## config.mk

```make
export PLATFORM = sky130hd
export DESIGN_NAME = mult_div_unit_flat
export DESIGN_NICKNAME = d
export VERILOG_FILES = /design/src/rtl/mult_div_unit_if.sv /design/src/rtl/mult_div_unit.sv /design/src/flat_wrapper.sv
export SDC_FILE = /design/constraint.sdc
export NUM_CORES = 1
export LEC_CHECK = 0
export CAP_MARGIN = 40
export CORE_MARGIN = 2
export CORE_UTILIZATION = 55
export CTS_BUF_LIST = sky130_fd_sc_hd__clkbuf_16
export DETAILED_ROUTE_END_ITERATION = 16
export MAX_ROUTING_LAYER = met4
export PLACE_DENSITY_LB_ADDON = 0.05
export SLEW_MARGIN = 20
export SYNTH_ARGS = -nofsm -noshare
export SYNTH_HDL_FRONTEND = slang
export SYNTH_SLANG_ARGS = --single-unit
```

## constraint.sdc

```tcl
create_clock -name clk -period 29.5 [get_ports clk]
set_input_delay 5.9 -clock clk [delete_from_list [all_inputs] [get_ports clk]]
set_output_delay 5.9 -clock clk [all_outputs]
set_load 0.1 [all_outputs]
```

## src/rtl/mult_div_unit_if.sv

```systemverilog
// Request/result bundle between the control unit and the multiply/divide unit.
// Latency: none, wires only.
// Backpressure: none; the control unit stalls on busy until the done pulse.
interface mult_div_unit_if #(
  parameter int DATA_W = 32
);
  logic              mult_start;
  logic              div_start;
  logic [DATA_W-1:0] a;
  logic [DATA_W-1:0] b;
  logic [DATA_W-1:0] hi_out;
  logic [DATA_W-1:0] lo_out;
  logic              busy;
  logic              done;
  logic              div_zero;

  // Control unit side: issues requests, consumes results.
  modport master (
    output mult_start, div_start, a, b,
    input  hi_out, lo_out, busy, done, div_zero
  );

  // Unit side: consumes requests, produces results.
  modport slave (
    input  mult_start, div_start, a, b,
    output hi_out, lo_out, busy, done, div_zero
  );
endinterface

```

## src/rtl/mult_div_unit.sv

```systemverilog
// Multicycle signed MULT (shift-add) / DIV (restoring) unit producing HI/LO.
// Latency: done pulses 33 clocks after the start edge; divide-by-zero answers next cycle.
// Backpressure: starts seen while busy are dropped; a start in the done cycle is accepted.
module mult_div_unit #(
  parameter int DATA_W = 32
) (
  input  logic            clk,
  input  logic            reset,
  mult_div_unit_if.slave  bus
);

  typedef enum logic [1:0] {
    IDLE     = 2'd0,
    MUL_CALC = 2'd1,
    DIV_CALC = 2'd2,
    FIX      = 2'd3
  } state_t;

  // The last iteration index; the counter leaves CALC after DATA_W steps.
  localparam logic [5:0] LAST_CNT = 6'(DATA_W - 1);

  state_t              r_state;
  logic [5:0]          r_cnt;
  logic                r_is_div;
  logic                r_sign_a;
  logic                r_sign_b;
  // Multiplier (shifted right) for MULT; dividend shifting out / quotient shifting in for DIV.
  logic [DATA_W-1:0]   r_mag_a;
  // Divisor magnitude for DIV.
  logic [DATA_W-1:0]   r_mag_b;
  // Multiplicand magnitude, shifted left one place per step.
  logic [2*DATA_W-1:0] r_mcand;
  logic [2*DATA_W-1:0] r_acc;
  logic [DATA_W-1:0]   r_rem;

  logic [DATA_W-1:0]   r_hi;
  logic [DATA_W-1:0]   r_lo;
  logic                r_busy;
  logic                r_done;
  logic                r_div_zero;

  logic [DATA_W-1:0]   w_abs_a;
  logic [DATA_W-1:0]   w_abs_b;
  logic [DATA_W:0]     w_rem_sh;
  logic [DATA_W:0]     w_trial;
  logic                w_q_bit;
  logic [2*DATA_W-1:0] w_prod_s;
  logic [DATA_W-1:0]   w_quo_s;
  logic [DATA_W-1:0]   w_rem_s;

  // Operand magnitudes, restoring-divide step and final sign correction.
  always_comb begin
    // Negating 0x80000000 wraps to itself, which is the right unsigned magnitude.
    w_abs_a  = bus.a[DATA_W-1] ? (~bus.a + 1'b1) : bus.a;
    w_abs_b  = bus.b[DATA_W-1] ? (~bus.b + 1'b1) : bus.b;
    // Remainder < |b| <= 2^31, so one extra bit holds the shifted value and the borrow.
    w_rem_sh = {r_rem, r_mag_a[DATA_W-1]};
    w_trial  = w_rem_sh - {1'b0, r_mag_b};
    w_q_bit  = ~w_trial[DATA_W];
    w_prod_s = (r_sign_a ^ r_sign_b) ? (~r_acc + 1'b1) : r_acc;
    w_quo_s  = (r_sign_a ^ r_sign_b) ? (~r_mag_a + 1'b1) : r_mag_a;
    w_rem_s  = r_sign_a ? (~r_rem + 1'b1) : r_rem;
  end

  // Control FSM and datapath with every output registered.
  always_ff @(posedge clk or posedge reset) begin
    if (reset) begin
      r_state    <= IDLE;
      r_cnt      <= '0;
      r_is_div   <= 1'b0;
      r_sign_a   <= 1'b0;
      r_sign_b   <= 1'b0;
      r_mag_a    <= '0;
      r_mag_b    <= '0;
      r_mcand    <= '0;
      r_acc      <= '0;
      r_rem      <= '0;
      r_hi       <= '0;
      r_lo       <= '0;
      r_busy     <= 1'b0;
      r_done     <= 1'b0;
      r_div_zero <= 1'b0;
    end else begin
      r_done     <= 1'b0;
      r_div_zero <= 1'b0;
      case (r_state)
        IDLE: begin
          if (bus.mult_start) begin
            r_sign_a <= bus.a[DATA_W-1];
            r_sign_b <= bus.b[DATA_W-1];
            r_mag_a  <= w_abs_a;
            r_mag_b  <= w_abs_b;
            r_mcand  <= {{DATA_W{1'b0}}, w_abs_b};
            r_acc    <= '0;
            r_cnt    <= '0;
            r_is_div <= 1'b0;
            r_busy   <= 1'b1;
            r_state  <= MUL_CALC;
          end else if (bus.div_start) begin
            if (bus.b == '0) begin
              // Nothing to compute; flag it and leave HI/LO as they were.
              r_done     <= 1'b1;
              r_div_zero <= 1'b1;
            end else begin
              r_sign_a <= bus.a[DATA_W-1];
              r_sign_b <= bus.b[DATA_W-1];
              r_mag_a  <= w_abs_a;
              r_mag_b  <= w_abs_b;
              r_rem    <= '0;
              r_cnt    <= '0;
              r_is_div <= 1'b1;
              r_busy   <= 1'b1;
              r_state  <= DIV_CALC;
            end
          end
        end

        MUL_CALC: begin
          if (r_mag_a[0]) begin
            r_acc <= r_acc + r_mcand;
          end
          r_mcand <= r_mcand << 1;
          r_mag_a <= r_mag_a >> 1;
          r_cnt   <= r_cnt + 6'd1;
          if (r_cnt == LAST_CNT) begin
            r_state <= FIX;
          end
        end

        DIV_CALC: begin
          r_rem   <= w_q_bit ? w_trial[DATA_W-1:0] : w_rem_sh[DATA_W-1:0];
          r_mag_a <= {r_mag_a[DATA_W-2:0], w_q_bit};
          r_cnt   <= r_cnt + 6'd1;
          if (r_cnt == LAST_CNT) begin
            r_state <= FIX;
          end
        end

        FIX: begin
          if (r_is_div) begin
            r_hi <= w_rem_s;
            r_lo <= w_quo_s;
          end else begin
            r_hi <= w_prod_s[2*DATA_W-1:DATA_W];
            r_lo <= w_prod_s[DATA_W-1:0];
          end
          r_busy  <= 1'b0;
          r_done  <= 1'b1;
          r_cnt   <= '0;
          r_state <= IDLE;
        end

        default: begin
          r_state <= IDLE;
        end
      endcase
    end
  end

  assign bus.hi_out   = r_hi;
  assign bus.lo_out   = r_lo;
  assign bus.busy     = r_busy;
  assign bus.done     = r_done;
  assign bus.div_zero = r_div_zero;

endmodule

```

## src/flat_wrapper.sv

```systemverilog
// flat-port wrapper written by rule: the top's interface ports become plain ports
module mult_div_unit_flat 
#(
  parameter int DATA_W = 32
)
  (clk, reset, bus_mult_start, bus_div_start, bus_a, bus_b, bus_hi_out, bus_lo_out, bus_busy, bus_done, bus_div_zero);
  mult_div_unit_if #(.DATA_W(DATA_W)) bus_i ();
  input  logic clk;
  input  logic reset;
  input wire logic [$bits(bus_i.mult_start)-1:0] bus_mult_start;
  input wire logic [$bits(bus_i.div_start)-1:0] bus_div_start;
  input wire logic [$bits(bus_i.a)-1:0] bus_a;
  input wire logic [$bits(bus_i.b)-1:0] bus_b;
  output wire logic [$bits(bus_i.hi_out)-1:0] bus_hi_out;
  output wire logic [$bits(bus_i.lo_out)-1:0] bus_lo_out;
  output wire logic [$bits(bus_i.busy)-1:0] bus_busy;
  output wire logic [$bits(bus_i.done)-1:0] bus_done;
  output wire logic [$bits(bus_i.div_zero)-1:0] bus_div_zero;
  assign bus_i.mult_start = bus_mult_start;
  assign bus_i.div_start = bus_div_start;
  assign bus_i.a = bus_a;
  assign bus_i.b = bus_b;
  assign bus_hi_out = bus_i.hi_out;
  assign bus_lo_out = bus_i.lo_out;
  assign bus_busy = bus_i.busy;
  assign bus_done = bus_i.done;
  assign bus_div_zero = bus_i.div_zero;
  mult_div_unit #(.DATA_W(DATA_W)) u_core (.clk(clk), .reset(reset), .bus(bus_i));
endmodule
```

==> metrics.csv <==
stage;metric;value;unit
sta;slew margin rel.;44.46;%
min_path;hold path startpoint;u_core.bus.lo_out[28]$_DFFE_PP0P_;
floorplanning;Die Footprint;0.04276;sq mm
outcome;status;complete, no violations;
yosys;synth warn;0;
sta;Final Max Slew Viols;0;
route;via count;22200;
yosys;Syn Area/Cell;8.189;sq um
floorplanning;number of core rows;74;
pwr;combinational share of power;65.7;%
global_route;first-pass GRT wire length;120.6;mm
setup_path;CP Capture Type;flip-flop;
floorplanning;I/O Pins;135;
yosys;Synth Area in Simple Gates;18.00;%
setup_path;critical path launch point;bus_b[8];
global_route;remaining global-route overflow;0;
floorplanning;Core ar.;0.04074;sq mm
route;WL met2;34.67;mm
route;DRT antenna net count;0;
setup_path;reg2reg start;u_core.r_mag_a[31]$_DFFE_PP0P_;
sta;Max Freq;103.8;MHz
clock_network;H-tree depth;2;
route;Residual DRC;0;
yosys;adder-cell share of the synthesized area;5.986;%
route;Vias/cell;6.479;
place;pre-CTS setup slack;19.42;ns
yosys;multiplexer share of the synthesized area;0.8519;%
setup_path;Critical Path Max Stage Delay;0.65;ns
sta;Setup-failing EPs final;0;
pwr;Net Sw Power;1.924;mW
clock_network;clk_lat worst skew;0.56;ns
sta;RSZ-0062 raised after global routing;no;
clock_network;post-CTS sizing;0;
pwr;Power Dens Cells;136.3;mW/mm^2
min_path;Tightest Hold Check Type;reg2reg;
sta;Tcrit/Tclk final;32.65;%
floorplanning;Die Width;206.8;um
layout;most frequent cells in the layout;nand2_1, o21ai_0, dfrtp_1;
setup_path;arrival time at the worst endpoint;10.08;ns
pwr;Clock Power Share;13.6;%
place;routability cong.;0.9637;
run;MaxCap Viol Count;0;
pwr;leakage power;12.02;nW
pwr;Peak VDD IR;0.1151;mV
floorplanning;Initial Util;55.52;%
global_route;initial antenna violation count;1;
clock_network;clk buf depth;3;
sta;Least-Margin Pin Slew;0.8331;ns
yosys;complex-gate fraction of the synthesized area;27.57;%
clock_network;CTS clk-pin slew, worst paths;0.06;ns
setup_path;Register-to-Register Setup Slack;24.86;ns
yosys;Synth Register Bits;302;
yosys;Synth Cell Area;0.02262;sq mm
yosys;Main synth FF type;dfrtp_1;
setup_path;Req. time, crit path;29.94;ns
pwr;Sw Ratio;52.16;%
global_route;GRT Total Usage;37.48;%
layout;layout cells sized above 1;7.264;%
place;Placed Instance Area;0.02571;sq mm
layout;post-route cell area;0.02706;sq mm
yosys;largest family of logic cells by synthesized area;compound AO/OA/AOI/OAI gates;
sta;Min Hold Slack;0.4776;ns
route;met1 wire length;33.37;mm
sta;post-route setup TNS;0;ns
clock_network;CTS Buf Count;38;
layout;# fillers;3410;
yosys;Cells after Synth;2762;
yosys;Cell variety after synth;86;
sta;fin crit period;9.633;ns
yosys;xor and xnor area share after synthesis;9.139;%
setup_path;crit-path max FO;26;
pwr;Sequential Power Share;20.7;%
place;count of input and output buffers;134;
yosys;asr flop ratio synth;100.0;%
place;hpwl dp;57.31;mm
layout;commonest non-fill, non-tap cell in the layout;nand2_1;
yosys;Seq/Total Area, Yosys;33.41;%
clock_network;CTS tree;built;
yosys;Post-Synthesis Net Count;2937;
setup_path;Worst Path Class, Setup;in2reg;
sta;hold violation count in the final report;0;
clock_network;Root Buffer;clkbuf_16;
layout;Area Overhead vs Synth;19.63;%
route;met3 wire len;6.153;mm
setup_path;CP max-delay cell;o41a_1;
setup_path;CP startpoint kind;primary input;
setup_path;critical path, cell by cell;clkdlybuf4s50_1 -> or4_1 -> nor4_1 -> nand4_1 -> o41a_1 -> a22o_1 -> buf_4 -> and2_1 -> o311ai_0 -> nor3_1 -> a221o_1;
route;DR pass1 iterations;6;
route;WL final;77.41;mm
global_route;largest net degree at the start of global routing;105;
clock_network;clock sinks;302;
route;WL/cell;22.59;um
clock_network;hold_buf cts;0;
layout;nets;3040;
route;initial DRC count;2047;
sta;setup ws final;19.87;ns
clock_network;post-CTS setup buffers;0;
floorplanning;Die Ht;206.8;um
sta;Final Skew;0.01366;ns
route;DR top layer;met4;
pwr;Pint;1.765;mW
yosys;Post-synth EDFFs;0;
global_route;vias in the first global route;20970;
critical path: cells and delay by family:
kind / cells / cell delay (ns)
compound gates: 4 / 1.40
buf+inv: 2 / 0.68
simple gates: 5 / 2.07
cell usage after synthesis, drive strengths merged (11+ instances only):
cell type    n  area share (%)
inv        121             2.0
and2        11            0.31
xnor2      115             4.5
a221o       12            0.53
o211ai      51             1.7
o31ai       50             1.7
a22o        45             1.7
o21bai      20            0.66
o21a        11            0.37
nor3        53             1.2
buf         22            0.44
ha         105             5.8
a21oi      178             3.9
a31oi       24            0.66
or4         27            0.93
xor2       121             4.7
o41ai       18            0.70
nand2      350             5.8
a211oi      44             1.5
or3         37             1.0
o21ai      306             6.8
o311ai      15            0.58
clkbuf     155             2.6
nand2b      25            0.69
nor4        21            0.85
nand3       60             1.4
nor2       144             2.4
a21o        85             2.8
and3        27            0.75
nand4       35            0.97
dfrtp      302              33
nor2b       15            0.41
a22oi       29            0.96
cell type report:
cell class	instances	area, sq um	share of cell area (%)
antenna	3	7.507	0.02774
clock buffer	41	1026	3.792
clock inverter	25	286.5	1.059
inverter	122	465.4	1.720
multi-input combinational	2161	14020	51.83
sequential	302	7561	27.94
tap	532	665.6	2.460
timing repair buffer	240	3022	11.17
metrics by stage:
stage / total power [mW] / utilization, % / instances
2_1_floorplan: 2.350 / - / 2762
3_3_place_gp: 2.896 / 59.57 / 3279
3_5_place_dp: 3.136 / 63.10 / 3355
4_1_cts: 3.657 / 66.32 / 3421
5_1_grt: 3.925 / 66.41 / 3424
6_report: 3.689 / 66.42 / 3426
logic make-up after synthesis:
group / count (synthesis)
simple gates: 839
compound gates: 962
xor+xnor: 236
flops: 302
mux: 17
buf+inv: 299
fa+ha+maj: 107
state kept, by name, summed over array words and instances (netlist names):
| signal | count |
|---|---|
| u_core.r_acc | 64 |
| u_core.r_mcand | 64 |
| u_core.bus.hi_out | 32 |
| u_core.bus.lo_out | 32 |
| u_core.r_mag_a | 32 |
| u_core.r_mag_b | 32 |
| u_core.r_rem | 32 |
| u_core.r_cnt | 6 |
| u_core.r_state | 2 |
| u_core.bus.busy | 1 |
| u_core.bus.div_zero | 1 |
| u_core.bus.done | 1 |
| u_core.r_is_div | 1 |
| u_core.r_sign_a | 1 |
| u_core.r_sign_b | 1 |
power by group through the flow:
stage          clock (mW)  combinational [mW]  sequential (mW)
2_1_floorplan           0                1.38            0.968
3_3_place_gp            0                2.14            0.754
3_5_place_dp            0                2.38            0.760
4_1_cts             0.506                2.40            0.756
5_1_grt             0.520                2.63            0.779
6_report            0.501                2.42            0.765
metal layers:
metal / track usage [%] / vias to the layer above
li1: - / 10270
met1: 51.42 / 10800
met2: 55.96 / 953
met3: 4.710 / 175
met4: 16.06 / 0
met5: - / -
path summary, 6_finish.rpt:
path,cells after the start,end
hold / removal,1,u_core.bus.lo_out[28]$_DFFE_PP0P_
setup / recovery,11,u_core.r_rem[31]$_DFFE_PP0P_
min in group asynchronous,2,u_core.r_cnt[0]$_DFFE_PP0P_
max in group asynchronous,4,u_core.r_acc[37]$_DFFE_PP0P_
setup reg to reg,13,u_core.r_rem[14]$_DFFE_PP0P_
hold reg to reg,1,u_core.bus.lo_out[28]$_DFFE_PP0P_
Note: power is estimated with default switching activity, not from simulation.
